<file path="config.mk">
export PLATFORM = sky130hd
export DESIGN_NAME = controle_cofre_flat
export DESIGN_NICKNAME = d
export VERILOG_FILES = /design/src/rtl/controle_cofre_if.sv /design/src/rtl/controle_cofre.sv /design/src/flat_wrapper.sv
export SDC_FILE = /design/constraint.sdc
export NUM_CORES = 1
export LEC_CHECK = 0
export BUFFER_PORTS_ARGS = -buffer_cell sky130_fd_sc_hd__buf_2
export CAP_MARGIN = 20
export CORE_MARGIN = 2
export CORE_UTILIZATION = 53
export CTS_CLUSTER_DIAMETER = 60
export DETAILED_ROUTE_END_ITERATION = 6
export PLACE_DENSITY = 0.88
export SYNTH_ARGS = -nofsm -noshare
export SYNTH_HDL_FRONTEND = slang
export SYNTH_SLANG_ARGS = --single-unit
</file>
<file path="constraint.sdc">
create_clock -name clock -period 2.7 [get_ports clock]
set_input_delay 0.27 -clock clock [delete_from_list [all_inputs] [get_ports clock]]
set_output_delay 0.27 -clock clock [all_outputs]
set_load 0.02 [all_outputs]
</file>
<file path="src/rtl/controle_cofre_if.sv">
// User-side bus of the safe controller: attempt/close/program strobes in, LED and status flags out.
interface controle_cofre_if;
    logic [3:0] tentativa;
    logic       confirmar;
    logic       fechar;
    logic       gravar;
    logic [3:0] senha_nova;
    logic       aberto;
    logic       perto;
    logic       errado;
    logic       bloqueado;
    logic [2:0] falhas;

    modport master (
        output tentativa, confirmar, fechar, gravar, senha_nova,
        input  aberto, perto, errado, bloqueado, falhas
    );

    modport slave (
        input  tentativa, confirmar, fechar, gravar, senha_nova,
        output aberto, perto, errado, bloqueado, falhas
    );
endinterface

</file>
<file path="src/rtl/controle_cofre.sv">
// Safe controller: password check, timed opening, failure counting and timed lockout.
// Define SENHA_PROGRAMAVEL_EN to allow loading a new password while the safe is open.
module controle_cofre #(
    parameter logic [3:0]  SENHA_PADRAO   = 4'd0,
    parameter int unsigned MAX_TENTATIVAS = 3,
    parameter int unsigned TEMPO_ABERTO   = 8,
    parameter int unsigned TEMPO_BLOQUEIO = 16
) (
    input logic             clock,
    input logic             reset,
    controle_cofre_if.slave bus
);
    typedef enum logic [1:0] {
        OCIOSO    = 2'd0,
        ABERTO    = 2'd1,
        BLOQUEADO = 2'd2
    } estado_t;

    localparam logic [7:0] TIMER_ABERTO_INI   = 8'(TEMPO_ABERTO - 1);
    localparam logic [7:0] TIMER_BLOQUEIO_INI = 8'(TEMPO_BLOQUEIO - 1);
    localparam logic [2:0] LIMITE_FALHAS      = 3'(MAX_TENTATIVAS);

    estado_t    state_r;
    logic [7:0] timer_r;
    logic [2:0] falhas_r;
    logic       aberto_r;
    logic       perto_r;
    logic       errado_r;
    logic       bloqueado_r;
    logic [3:0] senha_s;
    logic [3:0] diff_s;
    logic [2:0] falhas_inc_s;

`ifdef SENHA_PROGRAMAVEL_EN
    logic [3:0] senha_r;
    assign senha_s = senha_r;
`else
    logic unused_s;
    assign senha_s  = SENHA_PADRAO;
    assign unused_s = ^{bus.gravar, bus.senha_nova};
`endif

    // Absolute distance without wrap, so 15 vs 0 is 15 rather than 1.
    always_comb begin
        diff_s = 4'd0;
        if (senha_s >= bus.tentativa) begin
            diff_s = senha_s - bus.tentativa;
        end else begin
            diff_s = bus.tentativa - senha_s;
        end
    end

    assign falhas_inc_s = falhas_r + 3'd1;

    // Controller FSM with all status outputs held in registers.
    always_ff @(posedge clock) begin
        if (reset) begin
            state_r     <= OCIOSO;
            timer_r     <= 8'd0;
            falhas_r    <= 3'd0;
            aberto_r    <= 1'b0;
            perto_r     <= 1'b0;
            errado_r    <= 1'b0;
            bloqueado_r <= 1'b0;
`ifdef SENHA_PROGRAMAVEL_EN
            senha_r     <= SENHA_PADRAO;
`endif
        end else begin
            case (state_r)
                OCIOSO: begin
                    if (bus.confirmar) begin
                        if (diff_s == 4'd0) begin
                            state_r  <= ABERTO;
                            timer_r  <= TIMER_ABERTO_INI;
                            falhas_r <= 3'd0;
                            aberto_r <= 1'b1;
                            errado_r <= 1'b0;
                            perto_r  <= 1'b0;
                        end else begin
                            errado_r <= 1'b1;
                            perto_r  <= (diff_s <= 4'd3);
                            falhas_r <= falhas_inc_s;
                            if (falhas_inc_s == LIMITE_FALHAS) begin
                                state_r     <= BLOQUEADO;
                                timer_r     <= TIMER_BLOQUEIO_INI;
                                bloqueado_r <= 1'b1;
                            end
                        end
                    end
                end
                ABERTO: begin
`ifdef SENHA_PROGRAMAVEL_EN
                    // Programming is honoured even on the closing edge.
                    if (bus.gravar) begin
                        senha_r <= bus.senha_nova;
                    end
`endif
                    if (bus.fechar || (timer_r == 8'd0)) begin
                        state_r  <= OCIOSO;
                        aberto_r <= 1'b0;
                    end else begin
                        timer_r <= timer_r - 8'd1;
                    end
                end
                BLOQUEADO: begin
                    if (timer_r == 8'd0) begin
                        state_r     <= OCIOSO;
                        falhas_r    <= 3'd0;
                        errado_r    <= 1'b0;
                        perto_r     <= 1'b0;
                        bloqueado_r <= 1'b0;
                    end else begin
                        timer_r <= timer_r - 8'd1;
                    end
                end
                default: begin
                    state_r     <= OCIOSO;
                    timer_r     <= 8'd0;
                    falhas_r    <= 3'd0;
                    aberto_r    <= 1'b0;
                    perto_r     <= 1'b0;
                    errado_r    <= 1'b0;
                    bloqueado_r <= 1'b0;
                end
            endcase
        end
    end

    assign bus.aberto    = aberto_r;
    assign bus.perto     = perto_r;
    assign bus.errado    = errado_r;
    assign bus.bloqueado = bloqueado_r;
    assign bus.falhas    = falhas_r;
endmodule

</file>
<file path="src/flat_wrapper.sv">
// flat-port wrapper written by rule: the top's interface ports become plain ports
module controle_cofre_flat 
#(
    parameter logic [3:0]  SENHA_PADRAO   = 4'd0,
    parameter int unsigned MAX_TENTATIVAS = 3,
    parameter int unsigned TEMPO_ABERTO   = 8,
    parameter int unsigned TEMPO_BLOQUEIO = 16
)
  (clock, reset, bus_tentativa, bus_confirmar, bus_fechar, bus_gravar, bus_senha_nova, bus_aberto, bus_perto, bus_errado, bus_bloqueado, bus_falhas);
  controle_cofre_if bus_i ();
  input logic clock;
  input logic reset;
  input wire logic [$bits(bus_i.tentativa)-1:0] bus_tentativa;
  input wire logic [$bits(bus_i.confirmar)-1:0] bus_confirmar;
  input wire logic [$bits(bus_i.fechar)-1:0] bus_fechar;
  input wire logic [$bits(bus_i.gravar)-1:0] bus_gravar;
  input wire logic [$bits(bus_i.senha_nova)-1:0] bus_senha_nova;
  output wire logic [$bits(bus_i.aberto)-1:0] bus_aberto;
  output wire logic [$bits(bus_i.perto)-1:0] bus_perto;
  output wire logic [$bits(bus_i.errado)-1:0] bus_errado;
  output wire logic [$bits(bus_i.bloqueado)-1:0] bus_bloqueado;
  output wire logic [$bits(bus_i.falhas)-1:0] bus_falhas;
  assign bus_i.tentativa = bus_tentativa;
  assign bus_i.confirmar = bus_confirmar;
  assign bus_i.fechar = bus_fechar;
  assign bus_i.gravar = bus_gravar;
  assign bus_i.senha_nova = bus_senha_nova;
  assign bus_aberto = bus_i.aberto;
  assign bus_perto = bus_i.perto;
  assign bus_errado = bus_i.errado;
  assign bus_bloqueado = bus_i.bloqueado;
  assign bus_falhas = bus_i.falhas;
  controle_cofre #(.SENHA_PADRAO(SENHA_PADRAO), .MAX_TENTATIVAS(MAX_TENTATIVAS), .TEMPO_ABERTO(TEMPO_ABERTO), .TEMPO_BLOQUEIO(TEMPO_BLOQUEIO)) u_core (.clock(clock), .reset(reset), .bus(bus_i));
endmodule
</file>
==> impl_results.md <==
- Status: finished clean
- Cells after synthesis: 124
- Synthesis-to-finish area growth: 12.01%
- Final hold violation count: 0
- Final cycle utilization of the critical path: 0.8398
- Drt drc: 0
- Max VDD drop: between 0.3 and 0.4 mV
- TritonCTS clock tree: done
- Crit start category: flip-flop
- Clock tree sinks: 17
- Cell mode on critical path: inv_1
- Syn Area/Cell: a little over 8 sq um
- Rel. slew slack: 0.3343
- Leakage power: between 0.4 and 0.5 nW
- Total power: ~0.78 mW
- TritonRoute pass-1 iters: 4
- GRT Total Usage: 0.2523
- F_max: 441.0 MHz
- Post-layout nets: about 160
- Top_reg_cell synth: dfxtp_1
- Row cnt: 15
- Clk root buf: clkbuf_4
- HP Start: bus_tentativa[2]
- Clock Latency Late Sink: just over 300 ps
- DR vias/cell: just under 6
- Wire length of the first global-routing pass: roughly 4000 um
- Via count: 965
- Die Ht: a little under 50 um
- Final WL: 2368 um
- Worst path required time: 2930 ps
- Num CTS Buffers: 3
- Vias in the first global route: 934
- Min-Delay Path Class: primary input to flip-flop
- Syn_nets: roughly 150
- Crit path max fanout: 15
- Die ar.: around 2300 sq um
- Worst Path Arrival: approximately 2500 ps
- Measured slew at the worst slew-check pin: approximately 1000 ps
- Setup Skew: about 6.9 ps
- RSZ-0062 raised after global routing: false
- Total number of yosys warnings: 0
- Final min period: ~2300 ps
- Worst path cell trace: inv_1 -> ha_1 -> nor2b_1 -> inv_1 -> o211ai_1 -> or4_1 -> o22ai_1
- Worst r2r src: u_core.state_r[1]
- Synth area leaders: dfxtp_1 33%, ha_1 9.7%, a21oi_1 5.8%, nor2_1 5.8%, nand2b_1 3.0%
- Antenna-violating nets left: 0
- GRT overflow: 0
- Netlist cell types: 39
- CTS resizes: 0
- Routed len/inst: 14.35 um
- I/O pin total: 20
- Worst setup startpoint: u_core.state_r[1]
- Top delay family on crit path: simple AND/OR/NAND/NOR gates
- Max stage delay on crit path: 630 ps
- Share of cells above drive strength 1: 0.1857
- Post-Syn Area: ~1000 sq um
- H-tree depth: 1
- Critical path's slowest cell: or4_1
- Top cell type's share of synthesized area: 0.3301
- Max Cap Viol: 0
- Width of the die: ~48 um
- Synth area leader: dfxtp_1
- Setup TNS: 0 ps
- Number of synthesized flops with an enable pin: 0
- Initial antenna violation count: 0
- Setup CP Type: flip-flop to flip-flop
- Seq/Total Area, Yosys: 0.3301
- Pins Over Slew Limit: 0
- Post-CTS setup repair buffer count: 0
- Largest net degree at the start of global routing: 21
- Initial DRC count: 30
- DP HPWL: between 1500 and 2000 um
- #FFs+latches synth: 17
- Commonest non-fill, non-tap cells in the layout: 17 x dfxtp_1, 16 x nor2_1, 14 x buf_2
- Core ar.: ~1800 sq um
- Post-synth ARST share: 0
- Ant. Diodes: 0
- CP Capture Type: flip-flop
- Final setup violation count: 0
- Pwr/cell area: about 680 nW/um^2
- Cts hold-fix bufs: 0
- Crit path buf inv count: 2
- Starting density of the core: 0.5782
- GP Congestion: slightly below 0.8
- Port buffer count: 14
- Commonest non-fill, non-tap cell in the layout: dfxtp_1
- Clock tree buffer depth: 2
- Clk pin slew, worst setup/hold paths: about 100 ps
## worst min-delay path, cell delays in order
cell,delay (ps)
buf_2,100
or4_1,110
a21oi_1,60
## registers in the layout, summed over array words and instances (netlist names)
register	flops
u_core.bus.bloqueado	1
u_core.bus.errado	1
u_core.bus.perto	1
u_core.timer_r	8
u_core.state_r	2
u_core.bus.falhas	3
u_core.bus.aberto	1
## cell usage after synthesis (all sizes together), types with 2 or more instances
master,instances
a21oi,12
ha,8
nand2,8
nor4,2
a211oi,4
or3,3
nor3,3
dfxtp,17
clkbuf,2
o32ai,2
mux2i,2
nor2b,4
or4,2
o21ai,5
nand2b,5
or4b,2
nor2,16
a21o,2
nand3,2
inv,8
## per-layer routing
metal  wire length, um  share of wire  up-vias  track usage
met1               977           0.41      438       0.2896
met4                72          0.030        0       0.1135
met2              1185           0.50       33       0.4347
met3               133          0.056       14      0.07037
li1                  -              -      480            -
met5                 0              0        -            0
## where the power goes
group / switching, mW / leakage [nW] / internal, mW
clock: 0.0854 / 0.0177 / 0.0554
combinational: 0.200 / 0.323 / 0.130
sequential: 0.0286 / 0.138 / 0.281
total: 0.314 / 0.479 / 0.467
## stage by stage
| stage | hold slack, ps | area, sq um | utilization | setup slack (ps) | std cells |
|---|---|---|---|---|---|
| 4_1_cts | 278.9 | 1155 | 0.6477 | 449.6 | 165 |
| 6_report | 278.6 | 1155 | 0.6477 | 432.4 | 165 |
| 3_3_place_gp | 434.5 | 1127 | 0.6323 | 552.8 | 161 |
| 5_1_grt | 294.3 | 1155 | 0.6477 | 175.3 | 165 |
| 3_5_place_dp | 447.5 | 1127 | 0.6323 | 474.7 | 161 |
| 2_1_floorplan | 454.2 | 1031 | - | 789.7 | 124 |
## worst paths after layout
kind | cells after the start | slack (ps) | endpoint
worst min register to register | 2 | 460 | u_core.bus.perto
worst max-delay path | 7 | 430 | u_core.timer_r[7]
worst max register to register | 7 | 430 | u_core.timer_r[7]
worst min-delay path | 3 | 280 | u_core.bus.perto
## kinds of logic after synthesis
family | synth area share
AO/OA/AOI/OAI | 0.2197
XOR/XNOR | 0.008497
adder cells (fa/ha/maj) | 0.09709
buffers and inverters | 0.04126
flip-flops | 0.3301
multiplexers | 0.03034
AND/OR/NAND/NOR | 0.2731
## cell type report
class	count	area (sq um)
multi-input cells	96	648.1
well taps	25	31.28
flip-flops and latches	17	340.3
repair buffers	15	77.57
fillers	166	628.1
inverters	8	30.03
clock buffers	3	22.52
clock inverters	1	5.005
Power figures use the tool's default switching activity.
